## config.mk

```make
export PLATFORM = sky130hd
export DESIGN_NAME = uart_irq_ctrl
export DESIGN_NICKNAME = d
export VERILOG_FILES = /design/src/rtl/uart_cpu_pkg.sv /design/src/rtl/sync_fifo.sv /design/src/rtl/uart_irq_ctrl.sv
export SDC_FILE = /design/constraint.sdc
export NUM_CORES = 1
export LEC_CHECK = 0
export CORE_MARGIN = 1
export CORE_UTILIZATION = 55
export CTS_BUF_LIST = sky130_fd_sc_hd__clkbuf_4
export DETAILED_ROUTE_END_ITERATION = 10
export GPL_TIMING_DRIVEN = 0
export PLACE_DENSITY = 0.78
export SKIP_CTS_REPAIR_TIMING = 1
export SYNTH_ARGS = -nofsm -noshare
export SYNTH_HDL_FRONTEND = slang
export SYNTH_SLANG_ARGS = --single-unit
```

## constraint.sdc

```tcl
create_clock -name clk -period 4.1 [get_ports clk]
set_input_delay 0.82 -clock clk [delete_from_list [all_inputs] [get_ports clk]]
set_output_delay 0.82 -clock clk [all_outputs]
set_load 0.01 [all_outputs]
```

## src/rtl/uart_cpu_pkg.sv

```systemverilog
// Shared definitions for the UART-to-CPU interrupt controller: byte width,
// default sizing and the request handshake state encoding.
package uart_cpu_pkg;

    localparam int BYTE_W      = 8;
    localparam int DEF_DEPTH   = 4;
    localparam int DEF_TIMEOUT = 1024;

    typedef enum logic [1:0] {
        IDLE    = 2'd0,
        REQ     = 2'd1,
        RELEASE = 2'd2
    } irq_state_e;

endpackage

```

## src/rtl/sync_fifo.sv

```systemverilog
// Single-clock FIFO with combinational head read; a push into a full FIFO is
// accepted only when a pop happens on the same edge.
module sync_fifo
    import uart_cpu_pkg::*;
#(
    parameter int DEPTH = DEF_DEPTH,
    parameter int WIDTH = BYTE_W
) (
    input  logic                     clk,
    input  logic                     rst,
    input  logic                     push,
    input  logic [WIDTH-1:0]         din,
    input  logic                     pop,
    output logic [WIDTH-1:0]         dout,
    output logic                     full,
    output logic                     empty,
    output logic [$clog2(DEPTH):0]   count
);

    localparam int AW = $clog2(DEPTH);
    localparam logic [AW-1:0] PTR_ONE = AW'(1);
    localparam logic [AW:0]   CNT_ONE = (AW + 1)'(1);
    localparam logic [AW:0]   CNT_MAX = (AW + 1)'(DEPTH);

    logic [WIDTH-1:0] mem_r [DEPTH];
    logic [AW-1:0]    wr_ptr_r;
    logic [AW-1:0]    rd_ptr_r;
    logic [AW:0]      count_r;
    logic             do_push_s;
    logic             do_pop_s;

    // Qualify requests against occupancy; pop frees a slot for a same-edge push.
    always_comb begin
        do_pop_s  = pop && !empty;
        do_push_s = push && (!full || do_pop_s);
    end

    assign full  = (count_r == CNT_MAX);
    assign empty = (count_r == {(AW + 1){1'b0}});
    assign count = count_r;
    assign dout  = mem_r[rd_ptr_r];

    // Storage array; contents are don't-care until written.
    always_ff @(posedge clk) begin
        if (do_push_s) begin
            mem_r[wr_ptr_r] <= din;
        end
    end

    // Pointers wrap naturally because DEPTH is a power of two.
    always_ff @(posedge clk) begin
        if (rst) begin
            wr_ptr_r <= {AW{1'b0}};
            rd_ptr_r <= {AW{1'b0}};
            count_r  <= {(AW + 1){1'b0}};
        end else begin
            if (do_push_s) begin
                wr_ptr_r <= wr_ptr_r + PTR_ONE;
            end
            if (do_pop_s) begin
                rd_ptr_r <= rd_ptr_r + PTR_ONE;
            end
            case ({do_push_s, do_pop_s})
                2'b10:   count_r <= count_r + CNT_ONE;
                2'b01:   count_r <= count_r - CNT_ONE;
                default: count_r <= count_r;
            endcase
        end
    end

endmodule

```

## src/rtl/uart_irq_ctrl.sv

```systemverilog
// Buffers UART bytes and offers them to the CPU one at a time through an
// int0 request / cpu_end_read acknowledge handshake with timeout.
module uart_irq_ctrl
    import uart_cpu_pkg::*;
#(
    parameter int DEPTH   = DEF_DEPTH,
    parameter int TIMEOUT = DEF_TIMEOUT
) (
    input  logic                    clk,
    input  logic                    rst,
    input  logic [7:0]              rx_byte,
    input  logic                    rx_valid,
    input  logic                    cpu_end_read,
    output logic [7:0]              uart_to_cpu,
    output logic                    int0,
    output logic [$clog2(DEPTH):0]  fifo_count,
    output logic                    overrun,
    output logic                    timeout,
    input  logic                    flags_clr
);

    localparam int TW = $clog2(TIMEOUT);
    localparam logic [TW-1:0] TMR_LAST = TW'(TIMEOUT - 1);
    localparam logic [TW-1:0] TMR_ONE  = TW'(1);

    irq_state_e    state_r;
    irq_state_e    state_nxt_s;
    logic [TW-1:0] timer_r;
    logic [TW-1:0] timer_nxt_s;
    logic          int0_nxt_s;
    logic [7:0]    data_nxt_s;
    logic          pop_s;
    logic          tmo_hit_s;
    logic          overrun_set_s;
    logic [7:0]    fifo_dout_s;
    logic          fifo_full_s;
    logic          fifo_empty_s;

    sync_fifo #(
        .DEPTH (DEPTH),
        .WIDTH (BYTE_W)
    ) u_fifo (
        .clk   (clk),
        .rst   (rst),
        .push  (rx_valid),
        .din   (rx_byte),
        .pop   (pop_s),
        .dout  (fifo_dout_s),
        .full  (fifo_full_s),
        .empty (fifo_empty_s),
        .count (fifo_count)
    );

    // An acknowledge in the same cycle as the last timer tick takes priority.
    assign tmo_hit_s     = (state_r == REQ) && !cpu_end_read && (timer_r == TMR_LAST);
    assign overrun_set_s = rx_valid && fifo_full_s && !pop_s;

    // State, handshake outputs and sticky flags register.
    always_ff @(posedge clk) begin
        if (rst) begin
            state_r     <= IDLE;
            timer_r     <= {TW{1'b0}};
            int0        <= 1'b0;
            uart_to_cpu <= 8'h00;
            overrun     <= 1'b0;
            timeout     <= 1'b0;
        end else begin
            state_r     <= state_nxt_s;
            timer_r     <= timer_nxt_s;
            int0        <= int0_nxt_s;
            uart_to_cpu <= data_nxt_s;
            overrun     <= overrun_set_s ? 1'b1 : (flags_clr ? 1'b0 : overrun);
            timeout     <= tmo_hit_s     ? 1'b1 : (flags_clr ? 1'b0 : timeout);
        end
    end

    // Next-state: RELEASE waits for the level acknowledge to drop so one ack covers one byte.
    always_comb begin
        state_nxt_s = state_r;
        case (state_r)
            IDLE: begin
                if (!fifo_empty_s) state_nxt_s = REQ;
                else               state_nxt_s = IDLE;
            end
            REQ: begin
                if (cpu_end_read || tmo_hit_s) state_nxt_s = RELEASE;
                else                           state_nxt_s = REQ;
            end
            RELEASE: begin
                if (!cpu_end_read) state_nxt_s = IDLE;
                else               state_nxt_s = RELEASE;
            end
            default: state_nxt_s = IDLE;
        endcase
    end

    // Outputs: the offered byte is loaded only on IDLE->REQ and held otherwise.
    always_comb begin
        pop_s       = 1'b0;
        int0_nxt_s  = 1'b0;
        data_nxt_s  = uart_to_cpu;
        timer_nxt_s = timer_r;
        case (state_r)
            IDLE: begin
                if (!fifo_empty_s) begin
                    pop_s       = 1'b1;
                    int0_nxt_s  = 1'b1;
                    data_nxt_s  = fifo_dout_s;
                    timer_nxt_s = {TW{1'b0}};
                end else begin
                    int0_nxt_s  = 1'b0;
                end
            end
            REQ: begin
                if (cpu_end_read || tmo_hit_s) begin
                    int0_nxt_s  = 1'b0;
                end else begin
                    int0_nxt_s  = 1'b1;
                    timer_nxt_s = timer_r + TMR_ONE;
                end
            end
            RELEASE: int0_nxt_s = 1'b0;
            default: int0_nxt_s = 1'b0;
        endcase
    end

endmodule

```

==> insert_results.sql, run 1 <==
INSERT INTO impl_metrics (metric_group, metric, value, unit) VALUES
('run_status', 'outcome', 'finished, violations left', ''),
('run_status', 'violated_checks', 'design-rule violations', ''),
('setup_path', 'critical_setup_path_class', 'in2reg', ''),
('clock_tree', 'clock-sinks', '62', ''),
('floorplanning', 'fp.dieH', '70.66', 'um'),
('synth', 'synth_edf_count', '32', ''),
('sta', 'whs', '0.4591', 'ns'),
('routing', 'route.vias.total', '1733', ''),
('floorplanning', 'floorplan.initialDensity', '58.33', '%'),
('sta', 'layout_min_cycle_time', '2.548', 'ns'),
('synth', 'synth_top_cell_by_area', 'edfxtp_1', ''),
('setup_path', 'critPathMaxStageDelay', '0.49', 'ns'),
('setup_path', 'worstPathMaxFanout', '5', ''),
('setup_path', 'timing.reg2reg.setup_slack', '1.57', 'ns'),
('flow_run', 'cap_viol_max_count', '0', ''),
('placement', 'placer_congestion_estimate', '0.8375', ''),
('sta', 'worst_clock_skew', '0.01169', 'ns'),
('power_and_ir_drop', 'peakVddDrop', '0.3388', 'mV'),
('grt', 'vias_in_the_first_global_route', '1627', ''),
('synth', 'synth_seq_area_share', '60.23', '%'),
('setup_path', 'crit_path_start_kind', 'input port', ''),
('synth', 'syn-num-nets', '230', ''),
('setup_path', 'worstPathArrival', '2.89', 'ns'),
('sta', 'max_freq', '0.3925', 'GHz'),
('placement', 'detailed_place_hpwl', '3.284', 'mm'),
('hold_path', 'hold_path_class', 'reg2reg', ''),
('routing', 'route.layer.met1.wl', '2.209', 'mm'),
('cells_and_area', 'design.final.nets', '266', ''),
('setup_path', 'end_kind', 'flip-flop', ''),
('hold_path', 'holdCritStartpoint', 'uart_to_cpu[7]$_SDFFE_PP0P_', ''),
('routing', 'routed-wl-met3', '187', 'um'),
('clock_tree', 'cts_buffer_count', '9', ''),
('cells_and_area', 'antenna_cells_inserted', '0', ''),
('routing', 'routed_wire_length_per_instance', '15.65', 'um'),
('routing', 'route.detailed.drc', '4', ''),
('synth', 'yosys-top-cells-count', 'edfxtp_1, dfxtp_1, a21oi_1, nand2_1, nor2_1', ''),
('routing', 'route.detailed.vias_per_inst', '5.719', ''),
('setup_path', 'regToRegEndpoint', 'u_fifo.count[2]$_SDFFE_PP0P_', ''),
('cells_and_area', 'layout-drive-gt1-share', '13.55', '%'),
('routing', 'detail-route-antenna-nets', '0', ''),
('cells_and_area', 'syn_to_final_growth', '17.33', '%'),
('sta', 'worst-slew-pin-transition', '0.5278', 'ns'),
('sta', 'period_utilization_post_route', '62.14', '%'),
('power_and_ir_drop', 'powerDensity', '583.9', 'mW/mm^2'),
('synth', 'postSynth.topFlopCell', 'edfxtp_1', ''),
('sta', 'timing.final.hold_violations', '0', ''),
('synth', 'syn-instance-count', '210', ''),
('clock_tree', 'htree_num_levels', '3', ''),
('setup_path', 'critical-path-slowest-cell', 'clkdlybuf4s50_1', ''),
('synth', 'ys_async_sr_fraction', '0', '%'),
('synth', 'synth-warning-count', '0', ''),
('synth', 'synth_unique_cells', '45', ''),
('floorplanning', 'die-width', '70.66', 'um'),
('sta', 'drv_slew', '0', ''),
('sta', 'rsz0062_at_grt', 'false', ''),
('grt', 'wire_length_of_the_first_global_routing_pass', '7.893', 'mm'),
('routing', 'dr_wl_met2', '2.280', 'mm'),
('grt', 'grt_max_degree', '12', ''),
('hold_path', 'worstHoldEndpoint', 'uart_to_cpu[7]$_SDFFE_PP0P_', ''),
('clock_tree', 'clock_tree.root_cell', 'clkbuf_4', ''),
('floorplanning', 'io_pins', '27', ''),
('setup_path', 'critical_path.reg2reg.startpoint', 'state_r[1]$_SDFF_PP0_', ''),
('sta', 'timing.setup.tns', '0', 'ns'),
('synth', 'postSynthAreaPerCell', '12.35', 'um^2'),
('setup_path', 'rr_worst_depth', '9', ''),
('setup_path', 'worstPathCellList', 'clkdlybuf4s50_1 > a21boi_0 > inv_1 > ha_1 > inv_1 > fa_1 > xor2_1 > or3_1 > a21oi_1', ''),
('sta', 'headroom_to_the_max_slew_limit', '64.81', '%'),
('floorplanning', 'floorplan.rows', '24', ''),
('synth', 'synth_top_area_share', '37.07', '%'),
('sta', 'setup_viol', '0', ''),
('routing', 'highest-signal-layer', 'met4', '');
-- per-stage QoR --
step	setup slack, ns	instance area [um^2]	total power, uW	utilization [%]	instances
after CTS	1.535	3042	1785	68.44	303
after detailed placement	1.103	2908	1376	65.43	287
after global routing	1.327	3042	1879	68.44	303
after floorplan	1.769	2592	1172	-	210
after global placement	1.189	2908	1360	65.43	287
final	1.552	3042	1776	68.44	303
-- power breakdown --
part	switching, uW	internal (uW)	total [uW]
logic	308	262	569
clock network	219	196	415
registers	49.1	743	792
total	576	1200	1780
-- worst max-delay path, delay by kind of cell --
family / cells / cell delay (ns)
adder cells (fa/ha/maj): 2 / 0.42
buffers and inverters: 3 / 0.74
AO/OA/AOI/OAI: 2 / 0.54
AND/OR/NAND/NOR: 1 / 0.30
XOR/XNOR: 1 / 0.07
-- layout make-up --
class / instances / area [um^2]
clock inverter: 5 / 51.30
inverter: 9 / 33.78
sequential: 62 / 1562
multi-input combinational: 131 / 957.2
buffer: 8 / 40.04
fill: 351 / 1403
tap: 52 / 65.06
clock buffer: 11 / 82.58
timing repair buffer: 25 / 250.2
-- routing by layer --
metal | up-vias | global-route usage, %
li1 | 849 | -
met1 | 844 | 28.56
met2 | 33 | 32.58
met3 | 7 | 7.265
met4 | 0 | 9.333
met5 | - | 0
-- registers in the layout (all words and copies together) (netlist names) --
name and count:
timer_r 10, u_fifo.rd_ptr_r 2, int0 1, u_fifo.mem_r 32
timeout 1, u_fifo.count 3, u_fifo.wr_ptr_r 2, state_r 2
overrun 1, uart_to_cpu 8
-- cells in the final DEF (no fill, tap or decap), drive strengths merged, types with 3 or more instances in the layout --
cell type | netlist | final
clkinv | 0 | 3
nor2 | 12 | 12
ha | 6 | 6
dfxtp | 30 | 30
a21oi | 22 | 22
edfxtp | 32 | 32
nor3 | 6 | 6
clkdlybuf4s50 | 0 | 25
xor2 | 3 | 3
nand2 | 21 | 21
clkbuf | 4 | 15
inv | 9 | 9
nand3 | 11 | 11
buf | 4 | 4
o21ai | 5 | 5
and2 | 5 | 5
nand4 | 3 | 3
mux4 | 8 | 8
-- worst max path at each step --
stage	endpoint	slack [ns]	from
finish	u_fifo.count[2]$_SDFFE_PP0P_	1.55	rx_valid
global route	u_fifo.count[2]$_SDFFE_PP0P_	1.33	state_r[1]$_SDFF_PP0_
CTS	u_fifo.count[2]$_SDFFE_PP0P_	1.54	rx_valid
detailed placement	u_fifo.count[2]$_SDFFE_PP0P_	1.10	rx_valid
global placement	u_fifo.count[2]$_SDFFE_PP0P_	1.19	rx_valid
floorplan	u_fifo.count[2]$_SDFFE_PP0P_	1.77	rx_valid
-- cells by family (layout without fill, tap and decap cells) --
group | Yosys count | after routing | synth area share [%]
buffers and inverters | 17 | 58 | 2.847
XOR/XNOR | 5 | 5 | 1.689
AND/OR/NAND/NOR | 69 | 69 | 14.19
multiplexers | 10 | 10 | 7.722
adder cells (fa/ha/maj) | 7 | 7 | 3.668
flip-flops | 62 | 62 | 60.23
AO/OA/AOI/OAI | 40 | 40 | 9.653
(Power assumes the default switching activity.)
==> inputs of run 2 (changes only) <==
--- a/config.mk
+++ b/config.mk
@@ -6,11 +6,11 @@
 export NUM_CORES = 1
 export LEC_CHECK = 0
 export CORE_MARGIN = 1
-export CORE_UTILIZATION = 55
+export CORE_UTILIZATION = 52
 export CTS_BUF_LIST = sky130_fd_sc_hd__clkbuf_4
 export DETAILED_ROUTE_END_ITERATION = 10
 export GPL_TIMING_DRIVEN = 0
-export PLACE_DENSITY = 0.78
+export PLACE_DENSITY = 0.77
 export SKIP_CTS_REPAIR_TIMING = 1
 export SYNTH_ARGS = -nofsm -noshare
 export SYNTH_HDL_FRONTEND = slang
==> constraint.sdc (replaced) <==
create_clock -name clk -period 2.2 [get_ports clk]
set_input_delay 0.44 -clock clk [delete_from_list [all_inputs] [get_ports clk]]
set_output_delay 0.44 -clock clk [all_outputs]
set_load 0.01 [all_outputs]
==> run 2 against run 1 <==
Compared with the run above: the flow now finishes without violations; register-to-register slack worse by 1.4 ns; non-clock buffer count increased by 3; combinational power increased by 100%; cell area grew 3.2%; critical path depth is 1 higher; total power rose by 92%; sequential share of layout area down 1.2 points.
==> insert_results.sql, run 2 (same netlist as run 1, synthesis figures left out) <==
INSERT INTO impl_metrics (metric_group, metric, value, unit) VALUES
('clock_tree', 'clock-sinks', '62', ''),
('flow_run', 'cap_viol_max_count', '0', ''),
('cells_and_area', 'final_cell_mix', 'edfxtp_1, clkdlybuf4s50_1, dfxtp_1', ''),
('clock_tree', 'clock_latency', '0.38', 'ns'),
('grt', 'global_route.overflow_total', '0', ''),
('routing', 'route.vias.total', '1726', ''),
('hold_path', 'hold_path_class', 'reg2reg', ''),
('grt', 'vias_in_the_first_global_route', '1611', ''),
('routing', 'detail-route-antenna-nets', '0', ''),
('sta', 'worst-slew-pin-transition', '0.5316', 'ns'),
('setup_path', 'critical_setup_path_class', 'reg2reg', ''),
('sta', 'period_utilization_post_route', '94.02', '%'),
('cells_and_area', 'largest_register_ff_count', '32', ''),
('floorplanning', 'die-width', '72.61', 'um'),
('setup_path', 'worstPathArrival', '2.38', 'ns'),
('sta', 'setup_viol', '0', ''),
('cells_and_area', 'antenna_cells_inserted', '0', ''),
('sta', 'timing.final.hold_violations', '0', ''),
('sta', 'worst_clock_skew', '0.008509', 'ns'),
('cells_and_area', 'syn_to_final_growth', '21.04', '%'),
('setup_path', 'cp_top_family', 'adder cells', ''),
('routing', 'route.detailed.vias_per_inst', '5.377', ''),
('power_and_ir_drop', 'pwr-share-clk', '22.2', '%'),
('floorplanning', 'design.die.area', '0.005272', 'mm^2'),
('setup_path', 'critPathRequiredTime', '2.51', 'ns'),
('cells_and_area', 'layout-drive-gt1-share', '19.29', '%'),
('routing', 'drt_pre_antenna_iters', '4', ''),
('floorplanning', 'fp.dieH', '72.61', 'um'),
('cells_and_area', 'registers.top_by_ff_count', 'u_fifo.mem_r', ''),
('clock_tree', 'cts_buffer_count', '9', ''),
('routing', 'drtIter0Drc', '79', ''),
('placement', 'placer_congestion_estimate', '0.7950', ''),
('power_and_ir_drop', 'leakage', '0.001026', 'uW'),
('routing', 'detail_route.wirelength', '4.619', 'mm'),
('grt', 'grt_usage', '19.87', '%'),
('setup_path', 'critPathMaxStageDelay', '0.39', 'ns'),
('power_and_ir_drop', 'peakVddDrop', '0.7038', 'mV'),
('sta', 'headroom_to_the_max_slew_limit', '64.56', '%'),
('placement', 'io_buffer_count', '25', ''),
('power_and_ir_drop', 'fin_total_pwr', '3417', 'uW'),
('sta', 'postLayoutSetupSlackWorst', '0.1317', 'ns'),
('cells_and_area', 'layout_commonest_cell', 'edfxtp_1', ''),
('cells_and_area', 'filler_cell_count', '390', ''),
('setup_path', 'worstPathMaxFanout', '5', ''),
('clock_tree', 'cts_tree', 'yes', ''),
('setup_path', 'critical-path-slowest-cell', 'dfxtp_4', ''),
('setup_path', 'crit_buf_inv', '2', ''),
('clock_tree', 'cts.path.max_buffers', '2', ''),
('power_and_ir_drop', 'power.switching', '1114', 'uW'),
('power_and_ir_drop', 'power.share.combinational', '34.1', '%'),
('power_and_ir_drop', 'internal_power', '2303', 'uW'),
('power_and_ir_drop', 'powerDensity', '1089', 'mW/mm^2'),
('power_and_ir_drop', 'power_switching_share', '32.61', '%'),
('clock_tree', 'htree_num_levels', '3', ''),
('routing', 'routed_wire_length_per_instance', '14.39', 'um'),
('cells_and_area', 'design.final.nets', '269', ''),
('clock_tree', 'clock_tree.root_cell', 'clkbuf_4', ''),
('clock_tree', 'path_clk_slew', '0.11', 'ns'),
('setup_path', 'crit_path_start_kind', 'flip-flop', ''),
('floorplanning', 'floorplan.rows', '25', ''),
('setup_path', 'worstPathCellList', 'nor2_4 > nor3_4 > a21boi_2 > inv_2 > ha_2 > inv_1 > fa_1 > xor2_1 > or3_1 > a21oi_1', ''),
('floorplanning', 'io_pins', '27', ''),
('run_status', 'outcome', 'complete, no violations', ''),
('grt', 'grt_max_degree', '12', ''),
('floorplanning', 'design.core.area', '0.004755', 'mm^2'),
('cells_and_area', 'largest_registers', 'u_fifo.mem_r: 32 flops, timer_r: 10 flops, uart_to_cpu: 8 flops', ''),
('placement', 'detailed_place_hpwl', '3.035', 'mm'),
('power_and_ir_drop', 'power_frac_seq', '43.7', '%'),
('grt', 'wire_length_of_the_first_global_routing_pass', '7.603', 'mm'),
('sta', 'layout_min_cycle_time', '2.068', 'ns'),
('floorplanning', 'floorplan.initialDensity', '54.53', '%'),
('sta', 'drv_slew', '0', ''),
('placement', 'post-place-ws', '-0.2797', 'ns'),
('grt', 'antenna_found_initial', '0', ''),
('sta', 'max_freq', '0.4835', 'GHz'),
('setup_path', 'end_kind', 'flip-flop', ''),
('routing', 'route.detailed.drc', '0', '');
==> run 2: changes by cell type in the layout (fill, tap and decap cells not counted), sizes merged <==
cell,previous run,this run
buf,4,7
clkinvlp,1,3
clkinv,3,2
clkbuf,15,14
==> run 2: power groups by stage <==
| stage | registers (uW) | logic [uW] | clock network [uW] |
|---|---|---|---|
| detailed placement | 1500 | 1060 | 0 |
| global route | 1520 | 1290 | 832 |
| global placement | 1500 | 1050 | 0 |
| CTS | 1480 | 1070 | 777 |
| finish | 1490 | 1160 | 760 |
| floorplan | 1530 | 653 | 0 |
==> run 2: cell type report <==
class / count / area [um^2] / area share (%)
plain buffers: 8 / 40.04 / 1.276
clock buffers: 10 / 75.07 / 2.392
clock inverters: 6 / 62.56 / 1.994
inverters: 9 / 38.79 / 1.236
multi-input cells: 131 / 992.2 / 31.62
flip-flops and latches: 62 / 1573 / 50.12
well taps: 67 / 83.83 / 2.671
repair buffers: 28 / 272.8 / 8.692
==> run 2: routing by layer <==
layer	track usage, %	routed length, um
met3	5.801	220
met1	26.86	2176
met5	0	0
met4	9.150	63
met2	29.80	2159
==> run 2: final timing paths <==
check,startpoint,to,slack [ns],cells past startpoint
worst min-delay path,uart_to_cpu[5]$_SDFFE_PP0P_,uart_to_cpu[5]$_SDFFE_PP0P_,0.46,2
worst max register to register,state_r[0]$_SDFF_PP0_,u_fifo.count[2]$_SDFFE_PP0P_,0.13,10
worst max-delay path,state_r[0]$_SDFF_PP0_,u_fifo.count[2]$_SDFFE_PP0P_,0.13,10
worst min register to register,uart_to_cpu[5]$_SDFFE_PP0P_,uart_to_cpu[5]$_SDFFE_PP0P_,0.46,2
==> run 2: per-stage QoR <==
stage | area [um^2] | setup TNS (ns) | utilization [%] | hold slack [ns] | cells
4_1_cts | 3064 | -0.3488 | 64.45 | 0.4543 | 318
6_report | 3138 | 0 | 66.00 | 0.4573 | 321
3_3_place_gp | 2927 | -0.3987 | 61.55 | 0.4414 | 302
2_1_floorplan | 2592 | 0 | - | 0.4750 | 210
3_5_place_dp | 2927 | -0.4633 | 61.55 | 0.4462 | 302
5_1_grt | 3138 | -0.01316 | 66.00 | 0.4712 | 321
==> run 2: worst reg2reg max path: cells and delay by family, from the launching register on <==
family / cells / cell delay (ns)
fa+ha+maj: 2 / 0.55
simple gates: 3 / 0.51
xor+xnor: 1 / 0.15
buf+inv: 2 / 0.15
compound gates: 2 / 0.25
flops: 1 / 0.39
==> inputs of run 3 (changes only) <==
--- a/config.mk
+++ b/config.mk
@@ -6,11 +6,11 @@
 export NUM_CORES = 1
 export LEC_CHECK = 0
 export CORE_MARGIN = 1
-export CORE_UTILIZATION = 52
+export CORE_UTILIZATION = 45
 export CTS_BUF_LIST = sky130_fd_sc_hd__clkbuf_4
 export DETAILED_ROUTE_END_ITERATION = 10
 export GPL_TIMING_DRIVEN = 0
-export PLACE_DENSITY = 0.77
+export PLACE_DENSITY = 0.68
 export SKIP_CTS_REPAIR_TIMING = 1
 export SYNTH_ARGS = -nofsm -noshare
 export SYNTH_HDL_FRONTEND = slang
==> constraint.sdc (replaced) <==
create_clock -name clk -period 1.9 [get_ports clk]
set_input_delay 0.38 -clock clk [delete_from_list [all_inputs] [get_ports clk]]
set_output_delay 0.38 -clock clk [all_outputs]
set_load 0.01 [all_outputs]
==> run 3 against run 2 <==
Compared with the run above: the flow now finishes with violations (negative setup slack); via count rose by 1.1%; total power rose by 24%; sequential share of layout area fell by 1.3 points; non-clock buffer count rose by 8; critical endpoint unchanged; register-to-register slack got worse by 0.18 ns; clock skew rose by 0.0076 ns; worst hold slack got worse by 0.071 ns; utilization fell by 7.7 points.
==> insert_results.sql, run 3 (same netlist as run 1, synthesis figures left out) <==
INSERT INTO impl_metrics (metric_group, metric, value, unit) VALUES
('clock_tree', 'clock-sinks', '62', ''),
('clock_tree', 'cts_buffer_count', '9', ''),
('sta', 'layout_min_cycle_time', '1.946', 'ns'),
('setup_path', 'worstPathMaxFanout', '5', ''),
('placement', 'io_buffer_count', '25', ''),
('placement', 'detailed_place.area', '0.002985', 'mm^2'),
('sta', 'worst-slew-pin-transition', '0.5761', 'ns'),
('cells_and_area', 'syn_to_final_growth', '24.66', '%'),
('cells_and_area', 'design.final.nets', '277', ''),
('run_status', 'outcome', 'finished, violations left', ''),
('routing', 'drt_pre_antenna_iters', '4', ''),
('cells_and_area', 'final_cell_mix', 'edfxtp_1, clkdlybuf4s50_1, dfxtp_1', ''),
('cells_and_area', 'final_area', '0.003232', 'mm^2'),
('run_status', 'violated_checks', 'negative setup slack', ''),
('clock_tree', 'cts_tree', 'yes', ''),
('routing', 'detail-route-antenna-nets', '0', ''),
('grt', 'global_route.overflow_total', '0', ''),
('cells_and_area', 'filler_cell_count', '466', ''),
('power_and_ir_drop', 'powerDensity', '1309', 'mW/mm^2'),
('power_and_ir_drop', 'peakVddDrop', '0.5055', 'mV'),
('setup_path', 'critical_setup_path_class', 'reg2reg', ''),
('sta', 'worst_clock_skew', '0.01609', 'ns'),
('setup_path', 'crit_path_start_kind', 'flip-flop', ''),
('flow_run', 'cap_viol_max_count', '0', ''),
('hold_path', 'worstHoldPathCells', '2', ''),
('sta', 'period_utilization_post_route', '102.4', '%'),
('routing', 'routed_wire_length_per_instance', '14.46', 'um'),
('hold_path', 'hold_path_class', 'in2reg', ''),
('power_and_ir_drop', 'leakage', '0.001070', 'uW'),
('sta', 'max_freq', '0.5138', 'GHz'),
('routing', 'route.detailed.vias_per_inst', '5.225', ''),
('grt', 'grt_usage', '17.09', '%'),
('cells_and_area', 'multi_input_area', '0.001007', 'mm^2'),
('clock_tree', 'clock_latency', '0.41', 'ns'),
('sta', 'headroom_to_the_max_slew_limit', '61.59', '%'),
('placement', 'placer_congestion_estimate', '0.8328', ''),
('floorplanning', 'fp.dieH', '77.90', 'um'),
('grt', 'wire_length_of_the_first_global_routing_pass', '7.665', 'mm'),
('placement', 'detailed_place_hpwl', '3.164', 'mm'),
('floorplanning', 'floorplan.initialDensity', '46.79', '%'),
('sta', 'timing.setup.tns', '-0.04629', 'ns'),
('routing', 'detail_route.wirelength', '4.828', 'mm'),
('clock_tree', 'path_clk_slew', '0.12', 'ns'),
('cells_and_area', 'registers.top_by_ff_count', 'u_fifo.mem_r', ''),
('setup_path', 'worstPathArrival', '2.29', 'ns'),
('setup_path', 'rr_worst_depth', '10', ''),
('cells_and_area', 'seq_area', '0.001578', 'mm^2'),
('sta', 'rsz0062_at_grt', 'true', ''),
('sta', 'drv_slew', '0', ''),
('setup_path', 'end_kind', 'flip-flop', ''),
('placement', 'post-place-ws', '-0.3843', 'ns'),
('floorplanning', 'io_pins', '27', ''),
('routing', 'drtIter0Drc', '94', ''),
('cells_and_area', 'largest_register_ff_count', '32', ''),
('floorplanning', 'floorplan.rows', '27', ''),
('cells_and_area', 'utilization', '58.33', '%'),
('routing', 'route.vias.total', '1745', ''),
('grt', 'antenna_found_initial', '0', ''),
('clock_tree', 'cts.path.max_buffers', '2', ''),
('grt', 'grt_max_degree', '13', ''),
('routing', 'route.detailed.drc', '0', ''),
('grt', 'vias_in_the_first_global_route', '1611', ''),
('cells_and_area', 'antenna_cells_inserted', '0', ''),
('clock_tree', 'clock_tree.root_cell', 'clkbuf_4', ''),
('clock_tree', 'htree_num_levels', '3', ''),
('floorplanning', 'design.die.area', '0.006068', 'mm^2'),
('floorplanning', 'die-width', '77.90', 'um'),
('sta', 'postLayoutSetupSlackWorst', '-0.04629', 'ns'),
('setup_path', 'critPathRequiredTime', '2.24', 'ns'),
('floorplanning', 'design.core.area', '0.005540', 'mm^2'),
('cells_and_area', 'layout_commonest_cell', 'edfxtp_1', ''),
('cells_and_area', 'layout-drive-gt1-share', '22.90', '%'),
('sta', 'timing.final.hold_violations', '0', ''),
('cells_and_area', 'largest_registers', 'u_fifo.mem_r: 32 flops, timer_r: 10 flops, uart_to_cpu: 8 flops', ''),
('sta', 'setup_viol', '1', '');
## run 3: cell count changes in the layout (fill, tap and decap cells not counted), moves of 2 or more
| cell | before | now |
|---|---|---|
| buf_4 | 3 | 11 |
| dfxtp_4 | 2 | 4 |
| clkinv_4 | 0 | 2 |
| dfxtp_2 | 3 | 1 |
## run 3: final timing paths
path	start	end	slack, ns
worst max-delay path	state_r[1]$_SDFF_PP0_	u_fifo.count[2]$_SDFFE_PP0P_	-0.05
worst min-delay path	rst	timer_r[1]$_SDFFE_PP0P_	0.39
worst min register to register	uart_to_cpu[5]$_SDFFE_PP0P_	uart_to_cpu[5]$_SDFFE_PP0P_	0.46
worst max register to register	state_r[1]$_SDFF_PP0_	u_fifo.count[2]$_SDFFE_PP0P_	-0.05
## run 3: worst max-delay path, cell delays in order, from the launching register on
cell and delay (ns):
dfxtp_4 0.39, nor2_4 0.06, nor3_4 0.15, a21boi_2 0.10, inv_2 0.11, ha_4 0.15
inv_2 0.03, fa_2 0.32, xor2_1 0.15, or3_1 0.30, a21oi_1 0.12
## run 3: layout make-up
| class | count | share of cell area, % |
|---|---|---|
| multi-input combinational | 131 | 31.17 |
| clock buffer | 9 | 2.091 |
| sequential | 62 | 48.82 |
| inverter | 9 | 1.278 |
| timing repair buffer | 36 | 10.30 |
| clock inverter | 7 | 2.323 |
| buffer | 8 | 1.239 |
| tap | 72 | 2.787 |
## run 3: report_power, final
group	internal (uW)	total [uW]	switching [uW]
Combinational	802	1580	774
Clock	402	922	520
Sequential	1620	1730	113
## run 3: per-layer routing
layer | track usage (%) | share of wire (%) | vias to the layer above | wire length [um]
li1 | - | - | 872 | -
met1 | 22.61 | 49 | 825 | 2347
met2 | 25.04 | 46 | 39 | 2214
met3 | 4.706 | 3.4 | 9 | 166
met4 | 10.00 | 2.1 | 0 | 99
met5 | 0 | 0 | - | 0
## run 3: through the flow
step	total power [uW]	std cells	hold WS [ns]
global placement	3066	307	0.4441
global route	4477	334	0.4030
finish	4232	334	0.3864
CTS	4006	323	0.3723
detailed placement	3091	307	0.4504
floorplan	2633	210	0.4750
